===== config.mk =====
export PLATFORM = sky130hd
export DESIGN_NAME = atm_timer_scheduler
export DESIGN_NICKNAME = d
export VERILOG_FILES = /design/src/rtl/atm_timer_pkg.sv /design/src/rtl/atm_timer_slots.sv /design/src/rtl/atm_timer_scheduler.sv
export SDC_FILE = /design/constraint.sdc
export NUM_CORES = 1
export LEC_CHECK = 0
export CELL_PAD_IN_SITES_DETAIL_PLACEMENT = 1
export CELL_PAD_IN_SITES_GLOBAL_PLACEMENT = 1
export CORE_ASPECT_RATIO = 0.7
export CORE_MARGIN = 2
export CORE_UTILIZATION = 35
export DETAILED_ROUTE_END_ITERATION = 6
export DONT_BUFFER_PORTS = 1
export GPL_TIMING_DRIVEN = 0
export MAX_ROUTING_LAYER = met4
export PLACE_DENSITY_LB_ADDON = 0.15
export SETUP_SLACK_MARGIN = 0.02
export SLEW_MARGIN = 20
export SYNTH_ARGS = -nofsm -noshare
export SYNTH_HDL_FRONTEND = slang
export SYNTH_SLANG_ARGS = --single-unit

===== constraint.sdc =====
create_clock -name clk_in -period 3 [get_ports clk_in]
set_clock_uncertainty 0.05 [all_clocks]
set_input_delay 0.6 -clock clk_in [delete_from_list [all_inputs] [get_ports clk_in]]
set_output_delay 0.6 -clock clk_in [all_outputs]
set_load 0.02 [all_outputs]

===== src/rtl/atm_timer_pkg.sv =====
// Shared definitions for the ATM countdown-timer scheduler.
//   - Command encodings for the request port (START / CANCEL).
//   - Sweep FSM state encoding.
//   - Default channel count and counter width.
package atm_timer_pkg;

  localparam int unsigned DefNumCh = 4;
  localparam int unsigned DefCntW  = 16;

  localparam logic CmdStart  = 1'b0;
  localparam logic CmdCancel = 1'b1;

  typedef enum logic {
    StIdle  = 1'b0,
    StSweep = 1'b1
  } state_e;

endpackage


===== src/rtl/atm_timer_slots.sv =====
// Counter storage for the timer scheduler: NUM_CH counters of CNT_W bits, each with an
// active bit.
// Ports:
//   clk_in, reset            clock, synchronous active-high reset
//   rd_idx, rd_cnt,          read/decrement port used by the sweep: rd_cnt/rd_active
//   rd_active, dec_en        show slot rd_idx; dec_en steps that slot down by one tick,
//                            clearing it (and its active bit) when it reaches zero
//   wr_en, wr_ch, wr_cnt,    command write port: loads count and active bit of slot wr_ch
//   wr_active
//   active                   active bit of every slot
module atm_timer_slots
  import atm_timer_pkg::*;
#(
  parameter int unsigned NUM_CH = DefNumCh,
  parameter int unsigned CNT_W  = DefCntW,
  parameter int unsigned CH_W   = 2
) (
  input  logic              clk_in,
  input  logic              reset,
  input  logic [CH_W-1:0]   rd_idx,
  output logic [CNT_W-1:0]  rd_cnt,
  output logic              rd_active,
  input  logic              dec_en,
  input  logic              wr_en,
  input  logic [CH_W-1:0]   wr_ch,
  input  logic [CNT_W-1:0]  wr_cnt,
  input  logic              wr_active,
  output logic [NUM_CH-1:0] active
);

  logic [CNT_W-1:0]  cnt_q [NUM_CH];
  logic [NUM_CH-1:0] active_q;

  assign rd_cnt    = cnt_q[rd_idx];
  assign rd_active = active_q[rd_idx];
  assign active    = active_q;

  // Writes and decrements never coincide (commands are only taken while idle), but the
  // write port wins if they ever did.
  always_ff @(posedge clk_in) begin
    if (reset) begin
      for (int i = 0; i < int'(NUM_CH); i++) begin
        cnt_q[i] <= '0;
      end
      active_q <= '0;
    end else if (wr_en) begin
      cnt_q[wr_ch]    <= wr_cnt;
      active_q[wr_ch] <= wr_active;
    end else if (dec_en && active_q[rd_idx]) begin
      if (cnt_q[rd_idx] > CNT_W'(1)) begin
        cnt_q[rd_idx] <= cnt_q[rd_idx] - CNT_W'(1);
      end else begin
        cnt_q[rd_idx]    <= '0;
        active_q[rd_idx] <= 1'b0;
      end
    end
  end

endmodule


===== src/rtl/atm_timer_scheduler.sv =====
// Shares the 100 Hz tick among NUM_CH countdown timers. Each tick launches a sweep that
// visits one channel per cycle through a single decrementer; a channel reaching zero
// pulses its expired bit. Commands (START / CANCEL) are accepted only while idle.
// Ports:
//   clk_in, reset       clock, synchronous active-high reset
//   tick_in             one-cycle 100 Hz tick pulse
//   req_valid/req_ready command handshake; req_cmd 0 = START, 1 = CANCEL
//   req_ch, req_ticks   target channel and START duration in ticks
//   active              per-channel counting flag
//   expired             per-channel one-cycle expiry pulse
//   busy                high while a sweep runs
//   overrun             sticky dropped-tick flag; only live when ATM_TIMER_OVERRUN_EN is
//                       defined, otherwise tied low
module atm_timer_scheduler
  import atm_timer_pkg::*;
#(
  parameter int unsigned NUM_CH = DefNumCh,
  parameter int unsigned CNT_W  = DefCntW,
  parameter int unsigned CH_W   = 2
) (
  input  logic              clk_in,
  input  logic              reset,
  input  logic              tick_in,
  input  logic              req_valid,
  input  logic              req_cmd,
  input  logic [CH_W-1:0]   req_ch,
  input  logic [CNT_W-1:0]  req_ticks,
  output logic              req_ready,
  output logic [NUM_CH-1:0] active,
  output logic [NUM_CH-1:0] expired,
  output logic              busy,
  output logic              overrun
);

  localparam logic [CH_W-1:0] LastIdx = CH_W'(NUM_CH - 1);

  state_e            state_q, state_d;
  logic [CH_W-1:0]   idx_q, idx_d;
  logic              pend_q, pend_d;
  logic [NUM_CH-1:0] expired_q, expired_d;
  logic              extra_tick;

  logic [CNT_W-1:0]  rd_cnt;
  logic              rd_active;
  logic              dec_en;
  logic              wr_en;
  logic [CH_W-1:0]   wr_ch;
  logic [CNT_W-1:0]  wr_cnt;
  logic              wr_active;

  atm_timer_slots #(
    .NUM_CH (NUM_CH),
    .CNT_W  (CNT_W),
    .CH_W   (CH_W)
  ) u_slots (
    .clk_in    (clk_in),
    .reset     (reset),
    .rd_idx    (idx_q),
    .rd_cnt    (rd_cnt),
    .rd_active (rd_active),
    .dec_en    (dec_en),
    .wr_en     (wr_en),
    .wr_ch     (wr_ch),
    .wr_cnt    (wr_cnt),
    .wr_active (wr_active),
    .active    (active)
  );

  assign busy      = (state_q == StSweep);
  // A tick in the same cycle always beats a command.
  assign req_ready = (state_q == StIdle) && !tick_in && !pend_q;
  assign expired   = expired_q;

  always_comb begin
    state_d    = state_q;
    idx_d      = idx_q;
    pend_d     = pend_q;
    expired_d  = '0;
    extra_tick = 1'b0;
    dec_en     = 1'b0;
    wr_en      = 1'b0;
    wr_ch      = req_ch;
    wr_cnt     = '0;
    wr_active  = 1'b0;

    case (state_q)
      StIdle: begin
        idx_d = '0;
        if (tick_in) begin
          state_d = StSweep;
        end else if (req_valid && req_ready) begin
          // CANCEL and zero-length START both leave the slot cleared.
          wr_en = 1'b1;
          if (req_cmd == CmdStart) begin
            if (req_ticks != '0) begin
              wr_cnt    = req_ticks;
              wr_active = 1'b1;
            end else begin
              expired_d[req_ch] = 1'b1;
            end
          end
        end
      end

      StSweep: begin
        dec_en = 1'b1;
        if (rd_active && (rd_cnt <= CNT_W'(1))) begin
          expired_d[idx_q] = 1'b1;
        end
        if (idx_q == LastIdx) begin
          idx_d = '0;
          // A tick landing in the last cycle is captured as if it had been pending.
          if (pend_q || tick_in) begin
            pend_d     = 1'b0;
            extra_tick = pend_q && tick_in;
          end else begin
            state_d = StIdle;
          end
        end else begin
          idx_d = idx_q + 1'b1;
          if (tick_in) begin
            if (pend_q) begin
              extra_tick = 1'b1;
            end else begin
              pend_d = 1'b1;
            end
          end
        end
      end

      default: state_d = StIdle;
    endcase
  end

  always_ff @(posedge clk_in) begin
    if (reset) begin
      state_q   <= StIdle;
      idx_q     <= '0;
      pend_q    <= 1'b0;
      expired_q <= '0;
    end else begin
      state_q   <= state_d;
      idx_q     <= idx_d;
      pend_q    <= pend_d;
      expired_q <= expired_d;
    end
  end

`ifdef ATM_TIMER_OVERRUN_EN
  logic overrun_q;

  always_ff @(posedge clk_in) begin
    if (reset) begin
      overrun_q <= 1'b0;
    end else if (extra_tick) begin
      overrun_q <= 1'b1;
    end
  end

  assign overrun = overrun_q;
`else
  // Extra ticks are dropped silently.
  logic unused_extra_tick;
  assign unused_extra_tick = extra_tick;
  assign overrun           = 1'b0;
`endif

endmodule


-- Word level (Yosys, flattened, before mapping)
Memory sizes are Yosys's and may differ from the RTL's. A register that Yosys moved wholly into a read port is not among the register bits.
Cells that the tools add are included.
W data, S select, Z words.
- bits in registers: 12
- memory bits (writable): 64
- bits of input ports: 23
- output and inout bits: 11
- logic and storage cells: 100
- memories: 1
- memory list (memory ; words ; bits a word ; read ports ; clocked after memory_dff ; write ports ; RTL line ; text):
    u_slots.cnt_q ; 4 ; 16 ; 1 ; 1 ; 4 ; atm_timer_slots.sv:31 ; logic [CNT_W-1:0] cnt_q [NUM_CH];
- $add $sub $neg: 2
- $lt $le $gt $ge: 6
- eq/ne operators: 3
- multiplexer cells: 62
- bitwise gates (word level): 4
- reductions and logical operators: 17
- operators by type and width (cell ; number):
    $mux W16 ; 8
    $mux W1 ; 35
    $mux W4 ; 8
    $reduce_or A16 Y1 ; 2
    $gt A16 B1 Y1 const B ; 1
    $le A16 B1 Y1 const B ; 1
    $reduce_bool A16 Y1 ; 1
    $sub A16 B1 Y16 const B ; 1
    $mux W2 ; 4
    $pmux W4 S2 ; 1
    $logic_and A1 B1 Y1 ; 7
    $lt A2 B3 Y1 const B ; 2
    $and A4 B4 Y4 ; 1
    $bwmux W4 ; 1
    $demux W1 S2 ; 2
    $ge A2 B1 Y1 const B ; 2
    $ne A2 B1 Y1 const B ; 2
    $not A4 Y4 ; 1
    $pmux W2 S2 ; 1
    $reduce_bool A2 Y1 ; 2
    $reduce_and A3 Y1 ; 1
    $add A2 B1 Y2 const B ; 1
    $bmux W1 S2 ; 1
    $eq A2 B2 Y1 const B ; 1
    other kinds (6) ; 7

-- Longest topological paths before layout
- depth after elaboration: 13
- mapped depth: 11
- depth with buffers taken out: 7

-- Cells and area by module
A second synthesis with hierarchy kept.
- cells, all modules: 357
- area total of the unflattened synthesis: 4222.8 µm²
- by module, submodules not included (module ; times used ; cells each ; area each (µm²) ; sequential area each (µm²)):
    atm_timer_slots ; 1 ; 285 ; 3593.4 ; 2001.9
    atm_timer_scheduler ; 1 ; 72 ; 629.4 ; 160.2

-- Least setup slack after synthesis
No wires, ideal clock.
- kind: register to register
- start point: register idx_q[1]
- end point: memory u_slots.cnt_q[0][11] (netlist bit), data pin
- data arrival time: 2814 ps
- data required time: 2685 ps
- slack: -129 ps
- stages on the path, launching flop included: 12
- cells stage by stage: dfxtp_1 clkbuf_1 buf_1 mux4_2 inv_2 ha_1 clkbuf_1 o211ai_1 o31ai_4 buf_4 a22o_1 nor2_1
- RTL lines (element ; RTL line ; text):
    from (decl) ; atm_timer_scheduler.sv:38 ; logic [CH_W-1:0] idx_q, idx_d;
    from (signal assigned) ; atm_timer_scheduler.sv:143 ; idx_q <= idx_d;
    to (decl) ; atm_timer_slots.sv:31 ;

==> metrics.md <==
| Metric | Value |
|---|---|
| Ys flop type | edfxtp_1 |
| Core ar. | 10900 um2 |
| Post-synth EDFFs | between 60 and 70 |
| CP endpoint kind | register |
| Critical Path Source | idx_q[0] |
| Ranking of synthesized cells by area | edfxtp_1 (50%), mux4_2 (10%), dfxtp_1 (6.2%) |
| CP max-delay cell | mux4_2 |
| Worst VDD drop | 0.292 mV |
| Final Cell Area | between 5000 and 6000 um2 |
| Vias in the first global route | around 2.8k |
| ANT cells | 0 |
| #FFs+latches synth | 76 |
| CTS tree | yes |
| Crit path max fanout | 7 |
| Yosys top cell area share | 49.5% |
| Worst R2R Setup Slack | -0.14 ns |
| Cell with the most instances after synthesis | edfxtp_1 |
| Drt pass-1 iters | 5 |
| Cell family with most CP delay | simple AND/OR/NAND/NOR gates |
| Sink Count | 76 |
| CP startpoint kind | register |
| R2r endpoint | u_slots.cnt_q[0][1] |
| CTS Buf Count | 9 |
| Tmin final | roughly 3.1 ns |
| Arr. time, crit path | 3.18 ns |
| Hold buffer count at CTS | 0 |
| Worst hold path stage count | 2 |
| Slew @ Worst Pin | roughly 0.62 ns |
| Max cap viols | 0 |
| Worst Setup Path Type | reg2reg |
| Global Route Usage Sum | 20.6% |
| Initial antenna violation count | 0 |
| Placed cell areas | 4100 um2 |
| RSZ-0062 raised after global routing | yes |
| Number of port buffers | 0 |
| Post-Syn Nets | 345 |
| # IOs | 34 |
| Distinct cells, synth | 55 |
| Crit path to | u_slots.cnt_q[0][1] |
| Final hold slack | 0.352 ns |
| Final hold viol count | 0 |
| Initial Util | 35.6% |
| Root Driver | clkbuf_16 |
| Synthesized area | 3880 um2 |
| Register area | 2170 um2 |
| Slew Viols, Final | 0 |
| Full die area | 12000 um2 |
| Setup violators final | between 60 and 70 |
| First-pass GRT wire length | approximately 17000 um |
| Overflow after GRT | 0 |
| Setup TNS Final | -4.05 ns |
| Final worst path period share | 105% |
| Iter 0 DRT Violations | 160 |
| Worst Hold Class | in2reg |
| Slew HR | 58.3% |
| Fmax | 318 MHz |
| Multi-input gate area | roughly 1900 um2 |
| Worst skew pair latency | 0.34 ns |
| Buf+Inv Stages, Crit Path | 2 |
| Ys Warns | 0 |
| DR WL/cell | 22.5 um |
| Detailed Place HPWL | 7620 um |
| Avg Inst Size Synth | 12.3 um2 |
| Post-synth ARST share | 0% |
| Critical-path cell list | buf_12, mux4_2, or4_4, or3_4, o31ai_4, buf_6, a2bb2oi_4, nor2_1 |
| Die Span Y | a little over 90 um |
| Clock buffer depth | 2 |
| Critical path depth | 8 |
| Fraction of layout cells with a size suffix above 1 | 36.1% |
| Final GP Congestion | around 0.83 |
| Post-Syn Instances | 316 |
| Largest net degree at the start of global routing | 17 |
| Final net count | about 380 |
| Routed Antenna Nets | 0 |
| R2R depth | 8 |
| Post-synthesis to final-layout area growth | 29.2% |
| WL final | 11400 um |
| H-Tree Depth | 3 |
| Pwr Density | 549 nW/um2 |
| Routed vias/inst | 5.31 |
| Seq/Total Area, Yosys | 55.7% |
| Placement row count | 32 |
| # fillers | 1134 |
| Worst Setup Slack, final | -0.142 ns |
| Synth area leader | edfxtp_1 |
| FF-to-FF Start | idx_q[0] |
| CP peak stage delay | about 0.57 ns |
| Failing checks | setup timing |
| Post-Route Utilization | 46.0% |
| Synth top cells by count | edfxtp_1 (64), nor2_1 (41), nand2_1 (30) |
| DR vias | 2681 |
| DR DRC count | 0 |
| Die width | 130 um |
| Data required time of the worst path | ~3.0 ns |
| Clock transition at path regs | around 0.060 ns |
| Status | finished with violations |
| Leak | 1.66 nW |
-- timing repair --
action / in CTS / in global routing
pin swaps: 34 / 27
gates resized for setup: 62 / 29
buffers inserted: 11 / 10
endpoints found under the setup margin: 136 / 104
gates cloned: 1 / 0
-- metal layers --
| layer | GRT usage (%) | wire (um) |
|---|---|---|
| met5 | - | 0 |
| met4 | 5.82 | 111 |
| met3 | 4.84 | 463 |
| met2 | 31.7 | 5410 |
| met1 | 27.4 | 5380 |
-- final cells by class --
type / instances / share of cell area (%)
flip-flops and latches: 76 / 43.2
clock inverters: 2 / 1.20
well taps: 153 / 3.82
repair buffers: 22 / 3.67
clock buffers: 14 / 6.12
inverters: 15 / 1.12
plain buffers: 13 / 2.25
multi-input cells: 210 / 38.6
-- worst register-to-register path, cell delays in order (launching register included) --
cell	delay [ns]
dfxtp_4	0.36
buf_12	0.14
mux4_2	0.57
or4_4	0.56
or3_4	0.39
o31ai_4	0.34
buf_6	0.22
a2bb2oi_4	0.21
nor2_1	0.07
-- worst min path at each step --
stage	to	slack, ns	startpoint
final	busy	0.35	tick_in
after global routing	busy	0.38	tick_in
after CTS	busy	0.34	tick_in
after detailed placement	pend_q	0.47	pend_q
after global placement	pend_q	0.46	pend_q
after floorplan	pend_q	0.45	pend_q
-- through the flow --
stage          worst slack [ns]  total power [mW]  std cells
6_report                 -0.142              2.75        505
5_1_grt                  -0.219              2.84        505
4_1_cts                  -0.171              2.75        496
3_5_place_dp              -1.19              1.42        469
3_3_place_gp              -1.11              1.42        469
2_1_floorplan            0.0299              1.36        316
-- cells in the final DEF, fill, tap and decap left out, types with 3 or more instances in the layout --
cell type | synthesis | layout
edfxtp_1 | 64 | 64
nor2_1 | 41 | 37
nand2_1 | 30 | 24
buf_4 | 2 | 19
mux4_2 | 18 | 18
nor2b_1 | 22 | 15
inv_2 | 7 | 11
clkbuf_16 | 0 | 11
dfxtp_1 | 12 | 10
xor2_1 | 8 | 8
o21ai_4 | 0 | 7
a22oi_2 | 3 | 7
nor2b_4 | 0 | 7
buf_6 | 1 | 6
a21oi_1 | 8 | 6
nor4_1 | 6 | 5
clkbuf_1 | 9 | 5
ha_1 | 6 | 5
nor2_2 | 0 | 4
clkbuf_8 | 0 | 3
inv_1 | 7 | 3
nand4_1 | 3 | 3
o21a_1 | 3 | 3
nand3_1 | 3 | 3
clkbuf_4 | 0 | 3
nand2_4 | 0 | 3
-- kinds of logic after synthesis --
family	count (synthesis)	share of synthesized area, %
other cells	1	0.0967
mux	19	10.7
flops	76	55.7
buf+inv	30	3.35
compound gates	50	10.0
xor+xnor	8	1.81
fa+ha+maj	6	1.94
simple gates	126	16.4
-- flip-flops by register name, summed over array words and instances, names as in the netlist --
name            flops
idx_q               2
busy                1
pend_q              1
u_slots.active      4
u_slots.cnt_q      64
expired             4
-- where the power goes --
group	switching [mW]	internal (mW)	total, mW
Combinational	0.149	0.0997	0.248
Sequential	0.0219	1.18	1.21
Clock	0.422	0.876	1.30
Total	0.592	2.16	2.75
Power figures use the tool's default switching activity.
